<file path="src/rtl/mul_share_arbiter.sv">
// Round-robin arbiter that time-shares one sequential 8x8 multiplier among NREQ clients.
// One operation in flight at a time: grant/load, wait for ready (or time out), return the product.
module mul_share_arbiter #(
    parameter int NREQ    = 4,
    parameter int TIMEOUT = 64
) (
    input  logic                clk,
    input  logic                rst,
    input  logic [NREQ-1:0]     req,
    input  logic [8*NREQ-1:0]   req_a,
    input  logic [8*NREQ-1:0]   req_b,
    output logic [NREQ-1:0]     gnt,
    output logic [NREQ-1:0]     done,
    output logic [15:0]         result,
    output logic                timeout_err,
    output logic                busy,
    output logic                mul_load,
    output logic [7:0]          mul_a,
    output logic [7:0]          mul_b,
    input  logic                mul_ready,
    input  logic [15:0]         mul_product
);

    localparam int PW = (NREQ > 1) ? $clog2(NREQ) : 1;
    localparam int CW = $clog2(TIMEOUT + 1);

    typedef enum logic [1:0] {
        IDLE = 2'd0,
        LOAD = 2'd1,
        WAIT = 2'd2,
        DONE = 2'd3
    } state_t;

    state_t          state;
    state_t          state_next;

    logic [PW-1:0]   rr_ptr;
    logic [PW-1:0]   winner;
    logic [PW-1:0]   next_ptr;
    logic [PW-1:0]   win_idx;
    logic            win_valid;
    logic [PW:0]     cand;
    logic [CW-1:0]   wait_cnt;
    logic            ready_hit;
    logic            timed_out;

    logic [NREQ-1:0] gnt_d;
    logic [NREQ-1:0] done_d;
    logic            terr_d;
    logic            busy_d;
    logic            load_d;

    // Rotating-priority scan starting at rr_ptr; cand wraps modulo NREQ.
    // NOTE: every variable driven here gets a default first so no path leaves it unassigned (no latch).
    always_comb begin
        win_valid = 1'b0;
        win_idx   = '0;
        cand      = '0;
        for (int i = 0; i < NREQ; i++) begin
            cand = {1'b0, rr_ptr} + (PW+1)'(i);
            if (cand >= (PW+1)'(NREQ)) begin
                cand = cand - (PW+1)'(NREQ);
            end
            if (!win_valid && req[cand[PW-1:0]]) begin
                win_valid = 1'b1;
                win_idx   = cand[PW-1:0];
            end
        end
    end

    assign next_ptr = (winner == PW'(NREQ - 1)) ? '0 : winner + 1'b1;

    // The first WAIT cycle (wait_cnt == 0) ignores ready left over from a previous operation.
    assign ready_hit = (state == WAIT) && (wait_cnt != '0) && mul_ready;
    assign timed_out = (state == WAIT) && !ready_hit && (wait_cnt == CW'(TIMEOUT - 1));

    always_comb begin
        state_next = state;
        case (state)
            IDLE: if (win_valid) state_next = LOAD;
            LOAD: state_next = WAIT;
            WAIT: if (ready_hit || timed_out) state_next = DONE;
            DONE: state_next = IDLE;
            default: state_next = IDLE;
        endcase
    end

    // Outputs are registered, so their D-side is decoded from the state being entered.
    always_comb begin
        gnt_d  = '0;
        done_d = '0;
        terr_d = 1'b0;
        busy_d = (state_next != IDLE);
        load_d = (state_next == LOAD);
        if (state_next == LOAD) begin
            gnt_d = NREQ'(1) << win_idx;
        end
        if (state_next == DONE) begin
            done_d = NREQ'(1) << winner;
            terr_d = timed_out;
        end
    end

    // NOTE: sequential state uses non-blocking assignments so every register samples pre-edge values.
    always_ff @(posedge clk) begin
        if (rst) begin
            state       <= IDLE;
            rr_ptr      <= '0;
            winner      <= '0;
            wait_cnt    <= '0;
            gnt         <= '0;
            done        <= '0;
            result      <= '0;
            timeout_err <= 1'b0;
            busy        <= 1'b0;
            mul_load    <= 1'b0;
            mul_a       <= '0;
            mul_b       <= '0;
        end else begin
            state       <= state_next;
            gnt         <= gnt_d;
            done        <= done_d;
            timeout_err <= terr_d;
            busy        <= busy_d;
            mul_load    <= load_d;
            case (state)
                IDLE: begin
                    if (win_valid) begin
                        winner <= win_idx;
                        mul_a  <= req_a[8*win_idx +: 8];
                        mul_b  <= req_b[8*win_idx +: 8];
                    end
                end
                LOAD: begin
                    rr_ptr   <= next_ptr;
                    wait_cnt <= '0;
                end
                WAIT: begin
                    wait_cnt <= wait_cnt + 1'b1;
                    if (ready_hit) begin
                        result <= mul_product;
                    end else if (timed_out) begin
                        result <= '0;
                    end
                end
                default: ;
            endcase
        end
    end

    // Structural invariants of the handshake.
    a_gnt_onehot : assert property (@(posedge clk) disable iff (rst) $onehot0(gnt));
    a_done_onehot: assert property (@(posedge clk) disable iff (rst) $onehot0(done));
    a_terr_done  : assert property (@(posedge clk) disable iff (rst) timeout_err |-> (done != '0));
    a_load_gnt   : assert property (@(posedge clk) disable iff (rst) mul_load == (gnt != '0));

endmodule

</file>
<file path="config.mk">
export PLATFORM = sky130hd
export DESIGN_NAME = mul_share_arbiter
export DESIGN_NICKNAME = d
export VERILOG_FILES = /design/src/rtl/mul_share_arbiter.sv
export SDC_FILE = /design/constraint.sdc
export NUM_CORES = 1
export LEC_CHECK = 0
export ABC_AREA = 1
export ABC_CLOCK_PERIOD_IN_PS = 3200
export CORE_MARGIN = 10
export CORE_UTILIZATION = 46
export CTS_CLUSTER_SIZE = 30
export DETAILED_ROUTE_END_ITERATION = 16
export PLACE_DENSITY = 0.86
export RECOVER_POWER = 25
export SLEW_MARGIN = 20
export SYNTH_ARGS = -nofsm -noshare
export SYNTH_HDL_FRONTEND = slang
export SYNTH_SLANG_ARGS = --single-unit
</file>
<file path="constraint.sdc">
create_clock -name clk -period 3.2 [get_ports clk]
set_clock_uncertainty 0.05 [all_clocks]
set_input_delay 0.64 -clock clk [delete_from_list [all_inputs] [get_ports clk]]
set_output_delay 0.64 -clock clk [all_outputs]
set_load 0.02 [all_outputs]
</file>
==> summary.md <==
| Metric | Value |
|---|---|
| WL/cell | 14.3 µm |
| FF-to-FF setup slack | 0.52 ns |
| # clock sinks | 56 |
| Fin nets | 685 |
| H-tree Lvls | 2 |
| Initial detailed-routing violation count | 154 |
| Die area | 0.0103 mm² |
| N_diodes | 0 |
| Register area | 0.00112 mm² |
| Detail Placement HPWL | 7.62 mm |
| DR pass1 iterations | 4 |
| Yosys reg bits | 56 |
| Post-route DRC | 0 |
| FP Rows | 29 |
| Post-CTS Setup Repair Bufs | 0 |
| Post-DRT Antenna Nets | 0 |
| Crit path largest cell delay | 0.61 ns |
| Root Buffer | clkbuf_8 |
| Placed cell areas | 0.00434 mm² |
| Failing checks | capacitance limit, slew limit |
| Global-route wire length before repair | 15.3 mm |
| Worst setup path start | rr_ptr[0] |
| Core area | 0.00639 mm² |
| TritonCTS clock tree | yes |
| GRT Total Usage | 18.1% |
| Share of cells above drive strength 1 | 5.74% |
| CP endpoint kind | flop |
| GR Overflow Total | 0 |
| Max cap viols | 1 |
| Achievable Freq | 0.372 GHz |
| Mapped cell area | 0.00304 mm² |
| Hold path start | winner[1] |
| Crit-path slowest cell | dfxtp_1 |
| Worst IR Drop VDD | 437 µV |
| Final wirelength | 9.56 mm |
| Final Cell Area | 0.00443 mm² |
| Final WS setup | 0.515 ns |
| Hold/Removal Path Class | flop to flop |
| RSZ-0062 raised after global routing | false |
| Endpoint, Worst Hold | done[3] |
| Pleak | 2.01 nW |
| Syn Nets | 565 |
| Post_cts resized | 0 |
| Buffers and inverters on the worst path | 2 |
| Multi-input logic area | 0.00163 mm² |
| Largest net degree at the start of global routing | 39 |
| Hold Path Depth | 2 |
| Clock Latency Late Sink | 0.32 ns |
| Delay-heaviest family, CP | simple AND/OR/NAND/NOR gates |
| IO buf count | 129 |
| Worst path cell trace | inv_2 > nand2_1 > nand2_2 > nand2_1 > nand2_2 > nor2_4 > nand3_2 > nand2_2 > nand2_2 > inv_2 > nand2_1 > nand2_1 > nor2_1 > nor2_1 > nor2_1 |
| Avg Cell Area, Syn | 6.45 µm² |
| P&R area growth vs syn | 45.7% |
| Worst EP required | 3.30 ns |
| Setup TNS | 0 ns |
| # fillers | 559 |
| Post-synthesis sequential area ratio | 36.9% |
| R2R depth | 15 |
| Placer congestion estimate | 0.926 |
| Final setup fails | 0 |
| Initial antenna violation count | 0 |
| Starting density of the core | 47.6% |
| Reg2reg start | rr_ptr[0] |
| Mapped Cells | 471 |
| Crit share post-route | 83.9% |
| Dpl ws | 0.212 ns |
| Clock Tree Buf Depth | 2 |
| Max Slew Vio Count | 39 |
| WP data arrival | 2.78 ns |
| Vias in the first global route | 3283 |
| Rel. slew slack | -18.1% |
| PD cells | 802 mW/mm² |
| Ports | 130 |
| Vias per cell | 4.92 |
| FF-to-FF End | mul_a[6] |
| Die H | 101 µm |
| Clk pin slew, worst setup/hold paths | 0.11 ns |
| CTS Buf Count | 5 |
| Number of library cell types mapped by synthesis | 29 |
| Hold Vio Cnt, Final | 0 |
| Worst-Margin Slew | 1.77 ns |
| CP Launch Type | flop |
| CP Class | flop to flop |
| Minimum clock period | 2.68 ns |
| Vias | 3291 |
| CTS Hold Bufs | 0 |
| Die width | 101 µm |
| Status | finished with violations |
| Syn. warnings | 0 |
| Crit path max fanout | 30 |
## how the worst max path moves through the flow
stage                     endpoint  cells after the start  slack, ns
final                     mul_a[6]                     15       0.52
after global routing      mul_a[6]                     15       0.20
after CTS                 mul_a[6]                     15       0.57
after detailed placement  mul_a[6]                     15       0.21
after global placement    mul_a[4]                     11       0.40
after floorplan           mul_a[6]                     16       1.19
## logic make-up (layout without fill, tap and decap cells)
kind of cell	count (synthesis)	after routing	synth area share [%]
buf+inv	64	185	9.43
compound gates	41	41	7.49
simple gates	303	303	43.3
flops	56	56	36.9
fa+ha+maj	7	7	2.88
## worst min-delay path, stage by stage (launching register included)
cell and delay, ns:
dfxtp_1 0.33, nand2_1 0.08, nor2_1 0.04
## where the power goes
part | switching (mW) | internal [mW]
sequential | 0.0939 | 0.842
combinational | 1.44 | 0.768
clock | 0.247 | 0.160
total | 1.78 | 1.77
## through the flow
stage               hold slack [ns]  util (%)  power, mW  cells
CTS                           0.434      69.4       3.59    669
detailed placement            0.421      67.9       3.18    661
floorplan                     0.397         -       2.62    471
global placement              0.415      67.9       3.08    661
finish                        0.435      69.4       3.55    669
global route                  0.455      69.4       3.89    669
## layer usage
layer / routed length [µm] / global-route usage [%] / part of all wire [%] / vias up
met1: 3710 / 19.5 / 39 / 1457
li1: - / - / - / 1708
met5: 0 / 0 / 0 / -
met4: 157 / 4.82 / 1.6 / 0
met3: 1010 / 8.92 / 11 / 14
met2: 4690 / 31.0 / 49 / 112
## flip-flops by register name, indices dropped and copies added, names as in the netlist
register     count
gnt              4
result          16
rr_ptr           2
mul_a            8
wait_cnt         7
mul_load         1
done             4
state            2
busy             1
mul_b            8
timeout_err      1
winner           2
## cells in the final DEF, fill, tap and decap left out, drive strengths merged, types with 6 or more instances in the layout
cell type | Yosys | routed
nor3 | 6 | 6
inv | 42 | 44
dlygate4sd3 | 0 | 20
ha | 7 | 7
dfxtp | 56 | 56
nand2 | 162 | 162
o21ai | 8 | 8
nand3 | 47 | 47
clkbuf | 9 | 6
a21oi | 29 | 29
nor2 | 80 | 80
clkdlybuf4s50 | 0 | 109
## cells in the mapped netlist
master	number	share of area [%]
dfxtp_1	56	37
nor2_4	1	0.37
o211a_1	1	0.33
nand2_2	9	1.9
clkbuf_1	9	1.1
clkinv_1	1	0.12
nand3b_1	4	0.99
o21ai_0	7	1.2
nand2_1	152	19
buf_2	7	1.2
nand4_2	1	0.41
nor2_8	1	0.66
nand2_4	1	0.37
nor4_1	1	0.21
nor3b_1	2	0.49
a211oi_1	2	0.49
ha_1	7	2.9
nand3_1	43	7.1
a21oi_1	28	4.6
a21oi_4	1	0.54
inv_2	3	0.37
a31oi_1	1	0.21
inv_1	39	4.8
nor3_2	1	0.33
nor2_1	78	9.6
buf_6	5	1.9
o21ai_1	1	0.16
nand3_2	4	1.3
nor3_1	5	0.82
## final cells by class
| cell class | instances | area share (%) |
|---|---|---|
| Clock buffer | 5 | 1.55 |
| Clock inverter | 3 | 0.565 |
| Inverter | 43 | 3.64 |
| Multi-Input combinational cell | 351 | 36.8 |
| Sequential cell | 56 | 25.3 |
| Tap cell | 77 | 2.18 |
| Timing Repair Buffer | 134 | 29.9 |
No activity file was read; power rests on OpenSTA's default activity.
